File: config.mk
export PLATFORM = sky130hd
export DESIGN_NAME = i2c_target_rx
export DESIGN_NICKNAME = d
export VERILOG_FILES = /design/src/rtl/i2c_pkg.sv /design/src/rtl/i2c_line_sync.sv /design/src/rtl/i2c_target_rx.sv
export SDC_FILE = /design/constraint.sdc
export NUM_CORES = 1
export LEC_CHECK = 0
export CORE_MARGIN = 1
export CORE_UTILIZATION = 49
export DETAILED_ROUTE_END_ITERATION = 8
export MAX_ROUTING_LAYER = met4
export PLACE_DENSITY_LB_ADDON = 0.2
export SYNTH_ARGS = -nofsm -noshare
export SYNTH_HDL_FRONTEND = slang
export SYNTH_SLANG_ARGS = --single-unit
File: constraint.sdc
create_clock -name clk_in -period 1.89 [get_ports clk_in]
set_clock_uncertainty 0.05 [all_clocks]
set_input_delay 0.189 -clock clk_in [delete_from_list [all_inputs] [get_ports clk_in]]
set_output_delay 0.189 -clock clk_in [all_outputs]
set_load 0.02 [all_outputs]
File: src/rtl/i2c_pkg.sv
// Shared types and constants for the I2C receive-only target.
package i2c_pkg;

    // Bus-protocol position of the target.
    typedef enum logic [2:0] {
        StIdle,
        StAddr,
        StAddrAck,
        StData,
        StDataAck,
        StIgnore
    } i2c_state_e;

    // Value driven on sda_oe: 1 pulls SDA low (ACK), 0 releases it (NACK).
    localparam logic AckLevel  = 1'b1;
    localparam logic NackLevel = 1'b0;

    localparam logic [6:0] DefaultTargetAddr = 7'h50;

    // R/W bit value of a write request; reads are never acknowledged.
    localparam logic RwWrite = 1'b0;

    // True when an address byte selects this target for a write.
    function automatic logic addr_hit(input logic [7:0] addr_byte, input logic [6:0] target);
        return (addr_byte[7:1] == target) && (addr_byte[0] == RwWrite);
    endfunction

endpackage

File: src/rtl/i2c_line_sync.sv
// Synchronizer for one open-drain bus line with rise/fall pulse outputs.
module i2c_line_sync #(
    parameter int unsigned SYNC_STAGES = 2
) (
    input  logic clk_in,
    input  logic rst,
    input  logic line,
    output logic level,
    output logic rise,
    output logic fall
);

    logic [SYNC_STAGES-1:0] sync_q;
    logic                   prev_q;

    // Sync chain plus one extra copy for edge detection; reset to idle-high bus level.
    always_ff @(posedge clk_in) begin
        if (rst) begin
            sync_q <= '1;
            prev_q <= 1'b1;
        end else begin
            sync_q <= {sync_q[SYNC_STAGES-2:0], line};
            prev_q <= sync_q[SYNC_STAGES-1];
        end
    end

    assign level = sync_q[SYNC_STAGES-1];
    assign rise  = sync_q[SYNC_STAGES-1] & ~prev_q;
    assign fall  = ~sync_q[SYNC_STAGES-1] & prev_q;

endmodule

File: src/rtl/i2c_target_rx.sv
// Receive-only I2C target: matches a 7-bit write address and collects data bytes.
module i2c_target_rx
    import i2c_pkg::*;
#(
    parameter logic [6:0]  TARGET_ADDR = DefaultTargetAddr,
    parameter int unsigned SYNC_STAGES = 2
) (
    input  logic       clk_in,
    input  logic       rst,
    input  logic       scl_in,
    input  logic       sda_in,
    output logic       sda_oe,
    output logic [7:0] rx_data,
    output logic       rx_valid,
    output logic       start_det,
    output logic       stop_det,
    output logic       busy
);

    logic scl_level, scl_rise, scl_fall;
    logic sda_level, sda_rise, sda_fall;

    i2c_line_sync #(.SYNC_STAGES(SYNC_STAGES)) u_scl_sync (
        .clk_in (clk_in),
        .rst    (rst),
        .line   (scl_in),
        .level  (scl_level),
        .rise   (scl_rise),
        .fall   (scl_fall)
    );

    i2c_line_sync #(.SYNC_STAGES(SYNC_STAGES)) u_sda_sync (
        .clk_in (clk_in),
        .rst    (rst),
        .line   (sda_in),
        .level  (sda_level),
        .rise   (sda_rise),
        .fall   (sda_fall)
    );

    i2c_state_e state_q, state_d;
    logic [2:0] cnt_q, cnt_d;
    logic [7:0] shift_q, shift_d;
    logic [7:0] rx_data_q, rx_data_d;
    logic       rx_valid_q, rx_valid_d;
    logic       start_det_q, stop_det_q;
    // In StAddr/StData: all 8 bits shifted in, waiting for SCL fall.
    // In the ACK states: 9th SCL rise seen, waiting for its fall.
    logic       phase_q, phase_d;
    logic       start_ev, stop_ev;

    assign start_ev = sda_fall & scl_level;
    assign stop_ev  = sda_rise & scl_level;

    // State and datapath registers.
    always_ff @(posedge clk_in) begin
        if (rst) begin
            state_q     <= StIdle;
            cnt_q       <= 3'd0;
            shift_q     <= 8'h00;
            rx_data_q   <= 8'h00;
            rx_valid_q  <= 1'b0;
            start_det_q <= 1'b0;
            stop_det_q  <= 1'b0;
            phase_q     <= 1'b0;
        end else begin
            state_q     <= state_d;
            cnt_q       <= cnt_d;
            shift_q     <= shift_d;
            rx_data_q   <= rx_data_d;
            rx_valid_q  <= rx_valid_d;
            start_det_q <= start_ev;
            stop_det_q  <= stop_ev;
            phase_q     <= phase_d;
        end
    end

    // Next-state logic; START/STOP override any SCL-edge handling.
    always_comb begin
        state_d    = state_q;
        cnt_d      = cnt_q;
        shift_d    = shift_q;
        rx_data_d  = rx_data_q;
        rx_valid_d = 1'b0;
        phase_d    = phase_q;
        if (start_ev) begin
            state_d = StAddr;
            cnt_d   = 3'd0;
            shift_d = 8'h00;
            phase_d = 1'b0;
        end else if (stop_ev) begin
            state_d = StIdle;
            cnt_d   = 3'd0;
            phase_d = 1'b0;
        end else begin
            unique case (state_q)
                StIdle, StIgnore: ;
                StAddr, StData: begin
                    if (scl_rise && !phase_q) begin
                        shift_d = {shift_q[6:0], sda_level};
                        cnt_d   = cnt_q + 3'd1;
                        if (cnt_q == 3'd7) begin
                            phase_d = 1'b1;
                            if (state_q == StData) begin
                                rx_data_d  = shift_d;
                                rx_valid_d = 1'b1;
                            end
                        end
                    end else if (scl_fall && phase_q) begin
                        phase_d = 1'b0;
                        if (state_q == StAddr) begin
                            state_d = addr_hit(shift_q, TARGET_ADDR) ? StAddrAck : StIgnore;
                        end else begin
                            state_d = StDataAck;
                        end
                    end
                end
                StAddrAck, StDataAck: begin
                    if (scl_rise) begin
                        phase_d = 1'b1;
                    end else if (scl_fall && phase_q) begin
                        state_d = StData;
                        cnt_d   = 3'd0;
                        shift_d = 8'h00;
                        phase_d = 1'b0;
                    end
                end
                default: state_d = StIdle;
            endcase
        end
    end

    // SDA is pulled only while an ACK slot is owned; any exit from it releases the line.
    always_comb begin
        sda_oe = ((state_q == StAddrAck) || (state_q == StDataAck)) ? AckLevel : NackLevel;
        busy   = (state_q != StIdle);
    end

    assign rx_data   = rx_data_q;
    assign rx_valid  = rx_valid_q;
    assign start_det = start_det_q;
    assign stop_det  = stop_det_q;

endmodule
# After elaboration in Yosys (flattened, before gate mapping)
# Cells that the tools add are included.
[classes] n_addsub=1 n_eq_ne=18 muxes=24 n_bitwise=17 reduce_logical=20
[ops] operator="3-bit 2-to-1 mux" n=9
[ops] operator="8-bit 2-to-1 mux" n=3
[ops] operator="4-bit != test, second input constant" n=4
[ops] operator="8-bit case mux with 2 select lines" n=1
[ops] operator="5-bit AND reduction" n=3
[ops] operator="1-bit NOT" n=11
[ops] operator="2-bit != test, second input constant" n=5
[ops] operator="3-bit equality test, second input constant" n=3
[ops] operator="3-bit case mux with 3 select lines" n=1
[ops] operator="1-bit 2-to-1 mux" n=8
[ops] operator="2-bit OR reduction" n=4
[ops] operator="7-bit equality test, second input constant" n=1
[ops] operator="1-bit bitwise AND" n=6
[ops] operator="3-bit by 2-bit equality test with 1-bit output, second input constant" n=2
[ops] operator="3-bit != test, second input constant" n=2
[ops] operator="3-bit case mux with 2 select lines" n=1
[ops] operator="6-bit AND reduction" n=1
[ops] operator="6-bit OR reduction" n=1
[ops] operator="4-bit AND reduction" n=1
[ops] operator="3-bit by 1-bit adder with 3-bit output, second input constant" n=1
[ops] operator="3-bit by 1-bit equality test with 1-bit output, second input constant" n=1
[ops] operator="1-bit logical AND" n=3
[ops] operator="3-bit logical NOT" n=1
[ops] operator="3-bit nonzero test" n=1
[ops] operator="6 further kinds" n=6
[totals] regBits=32 input_bits=4 output_inout_bits=13 wordCells=93

# Longest topological paths before layout
[logic_depth] depth_word=9 ltp_mapped=6 mapped_depth_nobuf=6

# Cells and area by module
# From an unflattened synthesis, not the netlist that was laid out.
[unflattened] cells_unflattened=154 area_unflattened_um2=1413.9
[by_module_without_submodules] module="i2c_target_rx" instances=1 cells_per_inst=138 area_each_um2=1228.7 seq_area_each_um2=520.5
[by_module_without_submodules] module="i2c_line_sync" instances=2 cells_per_inst=8 area_each_um2=92.6 seq_area_each_um2=60.1

# Worst setup path before layout
# Ideal clock, no wire load.
[synth_timing] path_kind="register to register" startpoint="register cnt_q[0]" endpoint="register rx_data_q[0] (netlist: rx_data[0])" setup_ns=0.128 arrival_ns=1.634 t_required_ns=1.712 path_slack_ns=0.079 stages_incl_launch_ff=7 n_path_buf=0 period_less_slack_ns=1.811 path_cell_list="dfxtp_1 > ha_1 > ha_1 > nand2_1 > a2111oi_4 > mux2i_1 > nor2_1"
[synth_between] elab_chain_cells=2
[synth_lines] item="from (decl)" line_no="i2c_target_rx.sv:42" rtl="logic [2:0] cnt_q, cnt_d;"
[synth_lines] item="from (signal assigned)" line_no="i2c_target_rx.sv:68" rtl="cnt_q <= cnt_d;"
[synth_lines] item="3-bit equality test" line_no="i2c_target_rx.sv:102" rtl="if (cnt_q == 3'd7) begin"
[synth_lines] item="6-bit AND reduction (no source line)"
[synth_lines] item="to (signal assigned)" line_no="i2c_target_rx.sv:70" rtl="rx_data_q <= rx_data_d;"
[synth_lines] item="to (decl)" line_no="i2c_target_rx.sv:44" rtl="logic [7:0] rx_data_q, rx_data_d;"
# Every way passes these cells.
# A chain may end at the register's enable or synchronous reset.

# Worst setup path after layout
[layout_timing] startpoint="register state_q[1]" endpoint="output port busy"
[layout_between] elab_chain_cells=1
[layout_lines] item="from (decl)" line_no="i2c_target_rx.sv:41" rtl="i2c_state_e state_q, state_d;"
[layout_lines] item="from (signal assigned)" line_no="i2c_target_rx.sv:58" rtl="state_q <= StIdle;"
[layout_lines] item="from (signal assigned)" line_no="i2c_target_rx.sv:67" rtl="state_q <= state_d;"
[layout_lines] item="3-bit nonzero test" line_no="i2c_target_rx.sv:136" rtl="busy = (state_q != StIdle);"
[layout_lines] item="to (decl)" line_no="i2c_target_rx.sv:17" rtl="output logic busy"
# Every way passes these cells.

==> qor.txt <==
core region area: 2758 µm²
Die Height: 55.91 µm
Layout area overhead: 21.97%
Post-synth EDFFs: 0
Max clock buf depth: 2
CTS tree: done
DR vias/cell: 5.488
Worst Hold Depth: 1
kind of critical path: reg2out
layout cells sized above 1: 0.1758
drc violations: 0
die area: 3125 µm²
P per Cell Area: 676.3 nW/µm²
commonest non-fill, non-tap cell in the layout: dfxtp_1
count of input and output buffers: 16
Num CTS Buffers: 5
Ant. Diodes: 0
antenna viol nets, final: 0
synthesized area: 1424 µm²
synthesized net count: 160
HP Class: reg2reg
HPWL Detailed: 2099 µm
Leak: 0.6895 nW
post-synthesis cell count: 154
Die X: 55.91 µm
number of global-route vias before repair: 1,092
Synth Area per Inst: 9.246 µm²
Total GRT Usage: 0.2080
Via Count: 1,169
DRT iter0 DRCs: 34
register bit total from synthesis: 32
post-CTS setup buffer count: 0
RSZ-0062 raised after global routing: false
clk root buf: clkbuf_4
worst skew pair latency: 0.34 ns
Fin. Hold Viols: 0
Top FF cell, synth: dfxtp_1
first-pass GRT wire length: 4899 µm
Final Cycle Share: 0.9407
initial core utilization: 0.5163
Clock H-tree levels: 2
CP Launch Type: flip-flop
Yosys cell types: 38
DRT Wirelength: 2855 µm
maxcap violations: 0
Top Ports: 17
status: finished clean
yosys warns: 0
Max Freq: 0.5625 GHz
Std-Cell Rows: 19
Async SR Flop Fraction: 0
Final Max Tran Viols: 0
Seq/Total Area, Yosys: 0.4499
FF-to-FF setup slack: 0.13 ns
most frequent cells in the layout: 30 x dfxtp_1, 28 x nand2_1, 18 x mux2i_1
post-route setup slack: 0.1121 ns
clk slew on worst S/H paths: 0.10 ns
final setup TNS: 0 ns
slew margin rel.: 0.7186
Max IR drop VDD: 0.5597 mV
Nets: 187
# clock sinks: 32
WP data required: 1.65 ns
worst-case reg-to-reg path depth: 7
Least-Margin Pin Slew: 0.4183 ns
largest net degree at the start of global routing: 14
RePlAce Congestion: 0.8101
total global routing overflow: 0
Setup WS pre-CTS: 0.07709 ns
initial antenna violation count: 0
CP endpoint kind: primary output
CP Max Fanout: 11
Detailed Routing Iterations Pass 1: 4
Critical Path AT: 1.54 ns
setup violators final: 0
wire per inst: 13.40 µm
Tmin final: 1.778 ns
-- cells in the mapped netlist (all sizes together) (3+ instances only) --
master,number,area [µm²]
buf,4,26.27
or2,6,37.54
o21ai,7,38.79
mux2i,18,180.2
nor3,4,20.02
dfxtp,32,640.6
nand2,28,105.1
inv,4,15.02
a21oi,6,30.03
nand3b,3,22.52
nor2,15,56.30
-- cell families (layout without fill, tap and decap cells) --
family	Yosys count	in the layout	synth area share
simple gates	67	67	0.2258
xor+xnor	3	3	0.03164
buf+inv	10	38	0.03427
mux	18	18	0.1265
fa+ha+maj	2	2	0.01757
compound gates	22	22	0.1143
flops	32	32	0.4499
-- final cells by class --
type                       instances  area [µm²]
clock buffer                       6       51.30
clock inverter                     2       10.01
fill                             244        1021
inverter                           4       15.01
multi-input combinational        112       742.0
sequential                        32       643.1
tap                               31       38.79
timing repair buffer              26       236.5
-- path summary, 6_finish.rpt --
path	start	endpoint
worst min-delay path	u_sda_sync.sync_q[0]	u_sda_sync.sync_q[1]
worst max-delay path	state_q[1]	busy
worst max register to register	cnt_q[0]	rx_data[1]
worst min register to register	u_sda_sync.sync_q[0]	u_sda_sync.sync_q[1]
-- critical path, stage by stage, from the launching register on --
cell and delay, ns:
dfxtp_1 0.34, buf_4 0.17, or3_1 0.35, dlygate4sd2_1 0.34
-- repair_timing --
action | CTS | global route
hold buffers | 0 | 0
cloned | 0 | 0
gates resized for setup | 3 | 3
endpoints found under the setup margin | 2 | 9
-- sequential cells by signal (all words and copies together), names as in the netlist --
name               count
rx_valid               1
u_scl_sync.sync_q      2
rx_data                8
stop_det               1
start_det              1
shift_q                8
u_scl_sync.prev_q      1
cnt_q                  3
u_sda_sync.prev_q      1
phase_q                1
u_sda_sync.sync_q      2
state_q                3
-- through the flow --
stage	cell area [µm²]	hold WS, ns	std cells	total power (W)	util
finish	1737	0.3584	213	0.001175	0.6298
floorplan	1424	0.2396	154	0.0007516	-
global route	1737	0.3594	213	0.001226	0.6298
global placement	1664	0.3410	205	0.0007784	0.6034
CTS	1724	0.3544	213	0.001186	0.6252
detailed placement	1664	0.3488	205	0.0007800	0.6034
-- power by group --
| part | internal [W] | leakage (nW) | switching, W |
|---|---|---|---|
| clock | 0.000177 | 0.0380 | 0.000234 |
| combinational | 0.0000320 | 0.391 | 0.0000396 |
| sequential | 0.000682 | 0.260 | 0.0000101 |
| total | 0.000890 | 0.689 | 0.000284 |
-- routing by layer --
metal  wire (µm)  up-vias  global-route usage
li1            -      588                   -
met1        1291      542              0.2419
met2        1387       31              0.3356
met3         122        8             0.05581
met4          53        0             0.09756
met5           0        -                   -
Power figures use the tool's default switching activity.
